**config.mk**
```make
export PLATFORM = sky130hd
export DESIGN_NAME = run_ctrl_flat
export DESIGN_NICKNAME = d
export VERILOG_FILES = /design/src/rtl/run_ctrl_if.sv /design/src/rtl/run_ctrl.sv /design/src/flat_wrapper.sv
export SDC_FILE = /design/constraint.sdc
export NUM_CORES = 1
export LEC_CHECK = 0
export BUFFER_PORTS_ARGS = -buffer_cell sky130_fd_sc_hd__buf_2
export CAP_MARGIN = 30
export CORE_MARGIN = 1.5
export CORE_UTILIZATION = 54
export DETAILED_ROUTE_END_ITERATION = 7
export GPL_TIMING_DRIVEN = 0
export MAX_ROUTING_LAYER = met4
export PLACE_DENSITY = 0.84
export SETUP_SLACK_MARGIN = 0.2
export SYNTH_ARGS = -nofsm -noshare
export SYNTH_HDL_FRONTEND = slang
export SYNTH_SLANG_ARGS = --single-unit
```
**constraint.sdc**
```tcl
create_clock -name clk -period 4.1 [get_ports clk]
set_input_delay 0.205 -clock clk [delete_from_list [all_inputs] [get_ports clk]]
set_output_delay 0.205 -clock clk [all_outputs]
set_load 0.005 [all_outputs]
```
**src/rtl/run_ctrl_if.sv**
```systemverilog
// Run-controller signal bundle: the top level/core side is the master, the
// controller is the slave.
interface run_ctrl_if #(
  parameter int unsigned PC_W   = 8,
  parameter int unsigned PSEL_W = 1,
  parameter int unsigned CYC_W  = 16
);
  logic              start;
  logic [PSEL_W-1:0] prog_sel;
  logic [PC_W-1:0]   pc;
  logic              core_rst;
  logic              core_en;
  logic [PC_W-1:0]   base_pc;
  logic              done;
  logic              timeout;
  logic              busy;
  logic [CYC_W-1:0]  cycles;

  modport master (
    output start, prog_sel, pc,
    input  core_rst, core_en, base_pc, done, timeout, busy, cycles
  );

  modport slave (
    input  start, prog_sel, pc,
    output core_rst, core_en, base_pc, done, timeout, busy, cycles
  );
endinterface

```
**src/rtl/run_ctrl.sv**
```systemverilog
// Run controller: program select, timed core reset, run-cycle counting,
// end-PC completion, abort on start loss and optional timeout.
module run_ctrl #(
  parameter int unsigned                 PC_W       = 8,
  parameter int unsigned                 NUM_PROGS  = 1,
  parameter int unsigned                 PSEL_W     = 1,
  parameter logic [NUM_PROGS*PC_W-1:0]   PROG_BASE  = 8'd0,
  parameter logic [NUM_PROGS*PC_W-1:0]   PROG_END   = 8'd190,
  parameter int unsigned                 RST_CYCLES = 1,
  parameter int unsigned                 CYC_W      = 16,
  parameter int unsigned                 MAX_CYCLES = 0
) (
  input logic       clk,
  input logic       rst,
  run_ctrl_if.slave bus
);

  localparam int unsigned      RC_W    = (RST_CYCLES > 1) ? $clog2(RST_CYCLES) : 1;
  localparam logic [RC_W-1:0]  RC_LOAD = RC_W'(RST_CYCLES - 1);
  localparam logic [CYC_W:0]   MAX_V   = (CYC_W+1)'(MAX_CYCLES);

  typedef enum logic [1:0] {IDLE, RST, RUN, DONE} state_t;

  state_t            state_q, state_d;
  logic [RC_W-1:0]   rst_cnt_q, rst_cnt_d;
  logic [CYC_W-1:0]  cycles_q, cycles_d;
  logic [PC_W-1:0]   base_pc_q, base_pc_d;
  logic [PC_W-1:0]   end_pc_q, end_pc_d;
  logic              done_q, done_d;
  logic              timeout_q, timeout_d;
  logic              core_rst_q, core_en_q, busy_q;

  logic [PSEL_W-1:0] sel_in;
  logic [PC_W-1:0]   base_sel, end_sel;
  logic [CYC_W:0]    cyc_inc;
  logic              limit_hit;

  assign sel_in = bus.prog_sel;

  // Out-of-range selections fall through to program 0.
  always_comb begin
    base_sel = PROG_BASE[PC_W-1:0];
    end_sel  = PROG_END[PC_W-1:0];
    for (int unsigned i = 0; i < NUM_PROGS; i++) begin
      if (32'(sel_in) == i) begin
        base_sel = PROG_BASE[i*PC_W +: PC_W];
        end_sel  = PROG_END[i*PC_W +: PC_W];
      end
    end
  end

  assign cyc_inc   = {1'b0, cycles_q} + {{CYC_W{1'b0}}, 1'b1};
  assign limit_hit = (MAX_CYCLES != 0) && (cyc_inc == MAX_V);

  always_comb begin
    state_d   = state_q;
    rst_cnt_d = rst_cnt_q;
    cycles_d  = cycles_q;
    base_pc_d = base_pc_q;
    end_pc_d  = end_pc_q;
    done_d    = done_q;
    timeout_d = timeout_q;
    case (state_q)
      IDLE: begin
        done_d    = 1'b0;
        timeout_d = 1'b0;
        if (bus.start) begin
          state_d   = RST;
          base_pc_d = base_sel;
          end_pc_d  = end_sel;
          cycles_d  = '0;
          rst_cnt_d = RC_LOAD;
        end
      end
      RST: begin
        if (!bus.start)          state_d = IDLE;
        else if (rst_cnt_q == '0) state_d = RUN;
        else                     rst_cnt_d = rst_cnt_q - RC_W'(1);
      end
      RUN: begin
        cycles_d = (&cycles_q) ? cycles_q : cycles_q + CYC_W'(1);
        if (!bus.start) begin
          state_d = IDLE;
        end else if (bus.pc == end_pc_q) begin
          state_d = DONE;
          done_d  = 1'b1;
        end else if (limit_hit) begin
          state_d   = DONE;
          done_d    = 1'b1;
          timeout_d = 1'b1;
        end
      end
      DONE: begin
        if (!bus.start) begin
          state_d   = IDLE;
          done_d    = 1'b0;
          timeout_d = 1'b0;
        end
      end
      default: state_d = IDLE;
    endcase
  end

  // Status outputs are registered from the next state so they change only on edges.
  always_ff @(posedge clk or posedge rst) begin
    if (rst) begin
      state_q    <= IDLE;
      rst_cnt_q  <= '0;
      cycles_q   <= '0;
      base_pc_q  <= PROG_BASE[PC_W-1:0];
      end_pc_q   <= PROG_END[PC_W-1:0];
      done_q     <= 1'b0;
      timeout_q  <= 1'b0;
      core_rst_q <= 1'b1;
      core_en_q  <= 1'b0;
      busy_q     <= 1'b0;
    end else begin
      state_q    <= state_d;
      rst_cnt_q  <= rst_cnt_d;
      cycles_q   <= cycles_d;
      base_pc_q  <= base_pc_d;
      end_pc_q   <= end_pc_d;
      done_q     <= done_d;
      timeout_q  <= timeout_d;
      core_rst_q <= (state_d == IDLE) || (state_d == RST);
      core_en_q  <= (state_d == RUN);
      busy_q     <= (state_d == RST) || (state_d == RUN);
    end
  end

  assign bus.core_rst = core_rst_q | rst;
  assign bus.core_en  = core_en_q;
  assign bus.base_pc  = base_pc_q;
  assign bus.done     = done_q;
  assign bus.timeout  = timeout_q;
  assign bus.busy     = busy_q;
  assign bus.cycles   = cycles_q;

endmodule

```
**src/flat_wrapper.sv**
```systemverilog
// flat-port wrapper written by rule: the top's interface ports become plain ports
module run_ctrl_flat 
#(
  parameter int unsigned                 PC_W       = 8,
  parameter int unsigned                 NUM_PROGS  = 1,
  parameter int unsigned                 PSEL_W     = 1,
  parameter logic [NUM_PROGS*PC_W-1:0]   PROG_BASE  = 8'd0,
  parameter logic [NUM_PROGS*PC_W-1:0]   PROG_END   = 8'd190,
  parameter int unsigned                 RST_CYCLES = 1,
  parameter int unsigned                 CYC_W      = 16,
  parameter int unsigned                 MAX_CYCLES = 0
)
  (clk, rst, bus_start, bus_prog_sel, bus_pc, bus_core_rst, bus_core_en, bus_base_pc, bus_done, bus_timeout, bus_busy, bus_cycles);
  run_ctrl_if #(.PC_W(PC_W), .PSEL_W(PSEL_W), .CYC_W(CYC_W)) bus_i ();
  input logic clk;
  input logic rst;
  input wire logic [$bits(bus_i.start)-1:0] bus_start;
  input wire logic [$bits(bus_i.prog_sel)-1:0] bus_prog_sel;
  input wire logic [$bits(bus_i.pc)-1:0] bus_pc;
  output wire logic [$bits(bus_i.core_rst)-1:0] bus_core_rst;
  output wire logic [$bits(bus_i.core_en)-1:0] bus_core_en;
  output wire logic [$bits(bus_i.base_pc)-1:0] bus_base_pc;
  output wire logic [$bits(bus_i.done)-1:0] bus_done;
  output wire logic [$bits(bus_i.timeout)-1:0] bus_timeout;
  output wire logic [$bits(bus_i.busy)-1:0] bus_busy;
  output wire logic [$bits(bus_i.cycles)-1:0] bus_cycles;
  assign bus_i.start = bus_start;
  assign bus_i.prog_sel = bus_prog_sel;
  assign bus_i.pc = bus_pc;
  assign bus_core_rst = bus_i.core_rst;
  assign bus_core_en = bus_i.core_en;
  assign bus_base_pc = bus_i.base_pc;
  assign bus_done = bus_i.done;
  assign bus_timeout = bus_i.timeout;
  assign bus_busy = bus_i.busy;
  assign bus_cycles = bus_i.cycles;
  run_ctrl #(.PC_W(PC_W), .NUM_PROGS(NUM_PROGS), .PSEL_W(PSEL_W), .PROG_BASE(PROG_BASE), .PROG_END(PROG_END), .RST_CYCLES(RST_CYCLES), .CYC_W(CYC_W), .MAX_CYCLES(MAX_CYCLES)) u_core (.clk(clk), .rst(rst), .bus(bus_i));
endmodule
```
==> results.tsv, run 1 <==
stage	metric	value	unit
critical_path	crit_buf_inv	1	
critical_path	crit_slowest_cell	nor2_1	
floorplan	die_w	51.5	um
power	peakVddDrop	0.000318	V
hold_path	hp-class	input pin to async pin	
critical_path	path_cells	ha_1 -> nand3_1 -> nor2_1 -> nand3_1 -> nand2_1 -> clkbuf_1 -> o21ai_0	
global_routing	grt_first_pass_wirelength	4310	um
placed_design	hpwl	1890	um
clock_tree	clkSlewWorstSetupHoldPaths	130	ps
floorplan	row_count	17	
critical_path	arrival	2450	ps
critical_path	end_kind	flip-flop	
detailed_routing	postRouteWirelength	2600	um
global_routing	track_usage	0.220	
synth	ys_warn_count	0	
synth	syn_area	0.00127	mm^2
critical_path	cp.required	4280	ps
placed_design	place_inst	202	
timing	finalSetupTns	0	ps
timing	clock_skew	8.39	ps
cells_and_area	layout_commonest_cell	buf_2	
critical_path	crit_type	flip-flop to flip-flop	
detailed_routing	wire_per_inst	12.6	um
timing	period_needed	2280	ps
global_routing	grt_max_degree	23	
critical_path	critPathMaxFanout	10	
clock_tree	postCtsHoldBufs	0	
clock_tree	cts_max_level	1	
synth	syn_inst	136	
timing	relSlewSlack	0.453	
timing	finalHoldViolations	0	
timing	worst_slew_pin_slew	820	ps
floorplan	ios	41	
critical_path	reg2reg_setup_slack	1820	ps
critical_path	cp_common_cell	nand3_1	
timing	maxSlewViolCount	0	
timing	post-route-period-util	0.555	
flow_run	maxCapViolations	0	
synth	ys_seq_area_frac	0.434	
cells_and_area	layout.cells.non_filler	206	
floorplan	core	0.00221	mm^2
floorplan	die_y	51.5	um
placed_design	port_buffers	30	
power	leakage	0.778	nW
global_routing	grt_pass1_vias	1000	
critical_path	worst_path_largest_cell_delay	510	ps
critical_path	critPathLaunch	u_core.bus.cycles[0]	
clock_tree	cts_sinks	22	
detailed_routing	viasPerCell	5.40	
cells_and_area	seqCellArea	552	um^2
cells_and_area	syn_to_final_growth	19.8	%
critical_path	r2r-start	u_core.bus.cycles[0]	
clock_tree	cts_tree	done	
timing	rsz0062_at_grt	false	
detailed_routing	drtIter0Drc	17	
clock_tree	post_cts_buffers	0	
synth	synth_seq_cells	22	
detailed_routing	dr.pass1.iters	4	
clock_tree	numCtsBuffers	3	
power	p_per_area	307	mW/mm^2
synth	synth.distinct_cells	32	
synth	avgSynthCellArea	9.36	um^2
floorplan	dieArea	0.00266	mm^2
critical_path	cp_top_family	simple AND/OR/NAND/NOR gates	
cells_and_area	drive_gt1_frac	0.320	
detailed_routing	final_antenna_net_count	0	
global_routing	antenna_found_initial	0	
cells_and_area	multi_input_area	614	um^2
timing	setup_viol	0	
cells_and_area	insertedDiodeCount	0	
clock_tree	clk_path_buf_depth	2	
placed_design	routabilityCongestion	0.762	
floorplan	initial_core_util	0.575	
cells_and_area	layout_common_cells	buf_2, dfrtp_1, o21ai_0	
clock_tree	ctsResizeCount	0	
cells_and_area	layout.nets	195	
cells_and_area	fillers	188	
global_routing	overflow	0	
critical_path	cp-start-kind	flip-flop	
critical_path	path_depth	7	
critical_path	reg2reg_depth	7	
timing	max_freq	439	MHz
status	status	complete, no violations	
detailed_routing	vias	1113	
detailed_routing	drc_errors	0	
clock_tree	clk_latency	310	ps
clock_tree	root_buffer	clkbuf_4	
## power by group
part | total (mW) | internal, mW | switching, mW
clock | 0.121 | 0.0542 | 0.0670
sequential | 0.254 | 0.234 | 0.0195
combinational | 0.0926 | 0.0411 | 0.0515
total | 0.467 | 0.329 | 0.138
## kinds of logic (layout without fill, tap and decap cells)
family / Yosys count / after routing / share of synthesized area
buf+inv: 21 / 55 / 0.107
other cells: 1 / 9 / 0.00295
compound gates: 43 / 43 / 0.229
simple gates: 44 / 44 / 0.180
flops: 22 / 22 / 0.434
fa+ha+maj: 4 / 4 / 0.0393
mux: 1 / 1 / 0.00787
## cells in the mapped netlist (all sizes together)
library cell / n / area (um^2)
a21oi: 5 / 25.0
a311o: 1 / 20.0
a311oi: 1 / 8.76
a31oi: 4 / 25.0
a41oi: 1 / 8.76
and2: 1 / 6.26
and3: 4 / 25.0
and4: 1 / 11.3
buf: 12 / 101
clkbuf: 3 / 12.5
conb: 1 / 3.75
dfrtp: 21 / 526
dfstp: 1 / 26.3
ha: 4 / 50.1
inv: 6 / 22.5
mux2i: 1 / 10.0
nand2: 7 / 26.3
nand2b: 2 / 12.5
nand3: 8 / 40.0
nand4: 4 / 25.0
nand4b: 2 / 17.5
nor2: 11 / 41.3
nor2b: 1 / 6.26
nor3: 1 / 5.00
o21ai: 20 / 119
o31ai: 9 / 67.6
o41ai: 2 / 17.5
or2: 2 / 12.5
## sequential cells by signal (all words and copies together) (netlist names)
| signal | cells |
|---|---|
| u_core.bus.cycles | 16 |
| u_core.core_rst_q | 1 |
| u_core.bus.done | 1 |
| u_core.bus.core_en | 1 |
| u_core.state_q | 2 |
| u_core.bus.busy | 1 |
## area by class of cell
type / count / area share
sequential: 22 / 0.362
buffer: 15 / 0.0747
tap: 28 / 0.0230
inverter: 6 / 0.0148
multi-input combinational: 101 / 0.403
clock buffer: 4 / 0.0238
timing repair buffer: 30 / 0.0985
## worst reg2reg max path, stage by stage, from the launching register on
cell,delay [ps]
dfrtp_1,440
ha_1,240
nand3_1,150
nor2_1,510
nand3_1,140
nand2_1,110
clkbuf_1,400
o21ai_0,160
## per-stage QoR
| step | area [um^2] | hold WS (ps) | utilization | total power [mW] | setup slack, ps |
|---|---|---|---|---|---|
| 2_1_floorplan | 1300 | 193 | - | 0.316 | 2230 |
| 3_3_place_gp | 1490 | 408 | 0.673 | 0.344 | 1980 |
| 3_5_place_dp | 1490 | 426 | 0.673 | 0.348 | 1860 |
| 4_1_cts | 1520 | 71.7 | 0.689 | 0.471 | 1820 |
| 5_1_grt | 1520 | 112 | 0.689 | 0.498 | 1570 |
| 6_report | 1520 | 37.8 | 0.689 | 0.467 | 1820 |
## final timing paths
kind | to
min | u_core.bus.core_en
max in group asynchronous | u_core.bus.cycles[5]
min in group clk | u_core.bus.done
max reg2reg | u_core.bus.cycles[0]
min reg2reg | u_core.bus.cycles[10]
max | u_core.bus.cycles[0]
## metal layers
| metal | track usage | vias up | share of wire |
|---|---|---|---|
| met1 | 0.273 | 524 | 0.45 |
| met4 | 0.0482 | 0 | 0 |
| li1 | - | 564 | - |
| met2 | 0.382 | 25 | 0.51 |
| met3 | 0.0345 | 0 | 0.038 |
| met5 | - | - | 0 |
Power figures use the tool's default switching activity.
==> run 2, diff against run 1 <==
--- a/config.mk
+++ b/config.mk
@@ -8,11 +8,11 @@
 export BUFFER_PORTS_ARGS = -buffer_cell sky130_fd_sc_hd__buf_2
 export CAP_MARGIN = 30
 export CORE_MARGIN = 1.5
-export CORE_UTILIZATION = 54
+export CORE_UTILIZATION = 50
 export DETAILED_ROUTE_END_ITERATION = 7
 export GPL_TIMING_DRIVEN = 0
 export MAX_ROUTING_LAYER = met4
-export PLACE_DENSITY = 0.84
+export PLACE_DENSITY = 0.79
 export SETUP_SLACK_MARGIN = 0.2
 export SYNTH_ARGS = -nofsm -noshare
 export SYNTH_HDL_FRONTEND = slang
==> constraint.sdc (replaced) <==
create_clock -name clk -period 2.2 [get_ports clk]
set_input_delay 0.11 -clock clk [delete_from_list [all_inputs] [get_ports clk]]
set_output_delay 0.11 -clock clk [all_outputs]
set_load 0.005 [all_outputs]
==> run 2 against run 1 <==
Against the previous run: design area rose by 2.6%; total power grew 85%; die area rose by 7.5%; register-to-register slack lost 1600 ps; global-route usage fell by 1.6 points; critical endpoint is now u_core.bus.cycles[5]; critical path depth is the same; cell count increased by 2.4%; fmax up 17%; worst setup slack got worse by 1600 ps; clock power increased by 84%; largest cell class unchanged; worst hold slack gained 86 ps.
==> results.tsv, run 2 (same netlist as run 1, synthesis figures left out) <==
stage	metric	value	unit	change
status	status	complete, no violations		unchanged
power	peakVddDrop	0.000377	V	was 0.000318 V
power	power	0.864	mW	was 0.467 mW
clock_tree	numCtsBuffers	3		unchanged
floorplan	die_y	53.4	um	was 51.5 um
cells_and_area	insertedDiodeCount	0		unchanged
cells_and_area	layout.nets	198		was 195
detailed_routing	postRouteWirelength	2700	um	was 2600 um
critical_path	crit_type	flip-flop to flip-flop		unchanged
clock_tree	cts_sinks	22		unchanged
floorplan	die_w	53.4	um	was 51.5 um
critical_path	cp-start-kind	flip-flop		unchanged
detailed_routing	dr.pass1.iters	4		unchanged
cells_and_area	syn_to_final_growth	22.9	%	was 19.8%
global_routing	track_usage	0.204		was 0.220
timing	max_freq	515	MHz	was 439 MHz
global_routing	grt_first_pass_wirelength	4260	um	was 4310 um
critical_path	rr_endpoint	u_core.bus.cycles[5]		was u_core.bus.cycles[0]
timing	finalSetupTns	0	ps	unchanged
clock_tree	cts_max_level	1		unchanged
critical_path	reg2reg_depth	7		unchanged
floorplan	row_count	18		was 17
hold_path	hp-start	bus_start		
cells_and_area	fin_util	0.643		was 0.689
floorplan	core	0.00243	mm^2	was 0.00221 mm^2
detailed_routing	drtIter0Drc	31		was 17
global_routing	antenna_found_initial	0		unchanged
clock_tree	clk_path_buf_depth	2		unchanged
hold_path	hold_path_depth	3		
clock_tree	cts_tree	done		unchanged
placed_design	hpwl	1970	um	was 1890 um
power	leakage	0.794	nW	was 0.778 nW
critical_path	r2r-start	u_core.bus.cycles[0]		unchanged
hold_path	holdPathEnd	u_core.bus.done		
global_routing	overflow	0		unchanged
critical_path	cp.required	2390	ps	was 4280 ps
timing	finalHoldViolations	0		unchanged
timing	period_needed	1940	ps	was 2280 ps
timing	rsz0062_at_grt	true		was false
cells_and_area	fin_area	0.00156	mm^2	was 0.00152 mm^2
detailed_routing	wire_per_inst	12.8	um	was 12.6 um
detailed_routing	drc_errors	0		unchanged
cells_and_area	layout_commonest_cell	buf_2		unchanged
cells_and_area	largest_reg_flops	16		unchanged
cells_and_area	layout_common_cells	buf_2, dfrtp_1, o21ai_0		unchanged
floorplan	ios	41		unchanged
global_routing	grt_max_degree	23		unchanged
clock_tree	root_buffer	clkbuf_4		unchanged
timing	setup_viol	0		unchanged
floorplan	initial_core_util	0.523		was 0.575
critical_path	end_kind	flip-flop		unchanged
critical_path	reg2reg_setup_slack	260	ps	was 1820 ps
placed_design	place_inst	204		was 202
cells_and_area	layout.cells.non_filler	211		was 206
timing	clock_skew	1.83	ps	was 8.39 ps
cells_and_area	drive_gt1_frac	0.348		was 0.320
timing	worst_slew_pin_slew	827	ps	was 820 ps
flow_run	maxCapViolations	0		unchanged
detailed_routing	viasPerCell	5.47		was 5.40
timing	relSlewSlack	0.448		was 0.453
clock_tree	clk_latency	300	ps	was 310 ps
timing	maxSlewViolCount	0		unchanged
placed_design	routabilityCongestion	0.745		was 0.762
clock_tree	clkSlewWorstSetupHoldPaths	130	ps	about the same
placed_design	place_area	0.00149	mm^2	about the same
power	p_per_area	553	mW/mm^2	was 307 mW/mm^2
critical_path	critPathLaunch	u_core.bus.cycles[0]		unchanged
cells_and_area	fillers	220		was 188
placed_design	port_buffers	30		unchanged
global_routing	grt_pass1_vias	994		was 1000
floorplan	dieArea	0.00286	mm^2	was 0.00266 mm^2
detailed_routing	vias	1154		was 1113
critical_path	critPathMaxFanout	10		unchanged
timing	post-route-period-util	0.882		was 0.555
hold_path	hp-class	input pin to flip-flop		was input pin to async pin
critical_path	arrival	2130	ps	was 2450 ps
detailed_routing	final_antenna_net_count	0		unchanged
run 2: worst max-delay path, cell delays in order (launching register included):
cell and delay [ps]:
dfrtp_1 450, ha_1 260, nand3_1 180, nor2_4 100
a311o_4 460, buf_6 160, o21ai_2 140, o31ai_1 80
run 2: layout make-up:
cell class | count | area (um^2) | share of cell area
well taps | 30 | 37.5 | 0.0240
flip-flops and latches | 22 | 553 | 0.354
multi-input cells | 101 | 624 | 0.399
plain buffers | 15 | 115 | 0.0736
repair buffers | 33 | 175 | 0.112
clock buffers | 4 | 36.3 | 0.0232
inverters | 6 | 22.5 | 0.0144
run 2: per-layer routing:
metal	track usage	up-vias	routed length, um
met5	-	-	0
met1	0.249	548	1180
li1	-	568	-
met2	0.366	36	1410
met4	0.0299	0	8
met3	0.0254	2	106
run 2: power breakdown:
group | leakage (nW) | total [mW] | switching, mW | internal, mW
combinational | 0.477 | 0.172 | 0.0941 | 0.0781
clock | 0.0210 | 0.223 | 0.122 | 0.101
sequential | 0.296 | 0.469 | 0.0334 | 0.436
run 2: worst max path at each step:
| stage | endpoint | slack (ps) | cells after the start |
|---|---|---|---|
| after global placement | u_core.bus.cycles[12] | 30 | 7 |
| after CTS | u_core.bus.cycles[5] | 220 | 8 |
| after global routing | u_core.bus.cycles[5] | 160 | 7 |
| final | u_core.bus.cycles[5] | 260 | 7 |
| after floorplan | u_core.bus.cycles[8] | 330 | 8 |
| after detailed placement | u_core.bus.cycles[12] | -60 | 7 |
run 2: repair_timing:
| item | in CTS | in global routing |
|---|---|---|
| endpoints found under the hold margin | 10 | 0 |
| setup endpoints to repair | 14 | 13 |
| pin swaps | 0 | 1 |
| hold buffers | 1 | 0 |
| gates resized for setup | 2 | 3 |
| setup buffers | 0 | 2 |
| cloned | 0 | 0 |
run 2: stage by stage:
step / setup WS [ps] / hold slack [ps]
6_report: 259 / 124
5_1_grt: 163 / 131
4_1_cts: 215 / 119
3_5_place_dp: -61.0 / 335
3_3_place_gp: 33.2 / 333
2_1_floorplan: 332 / 98.5
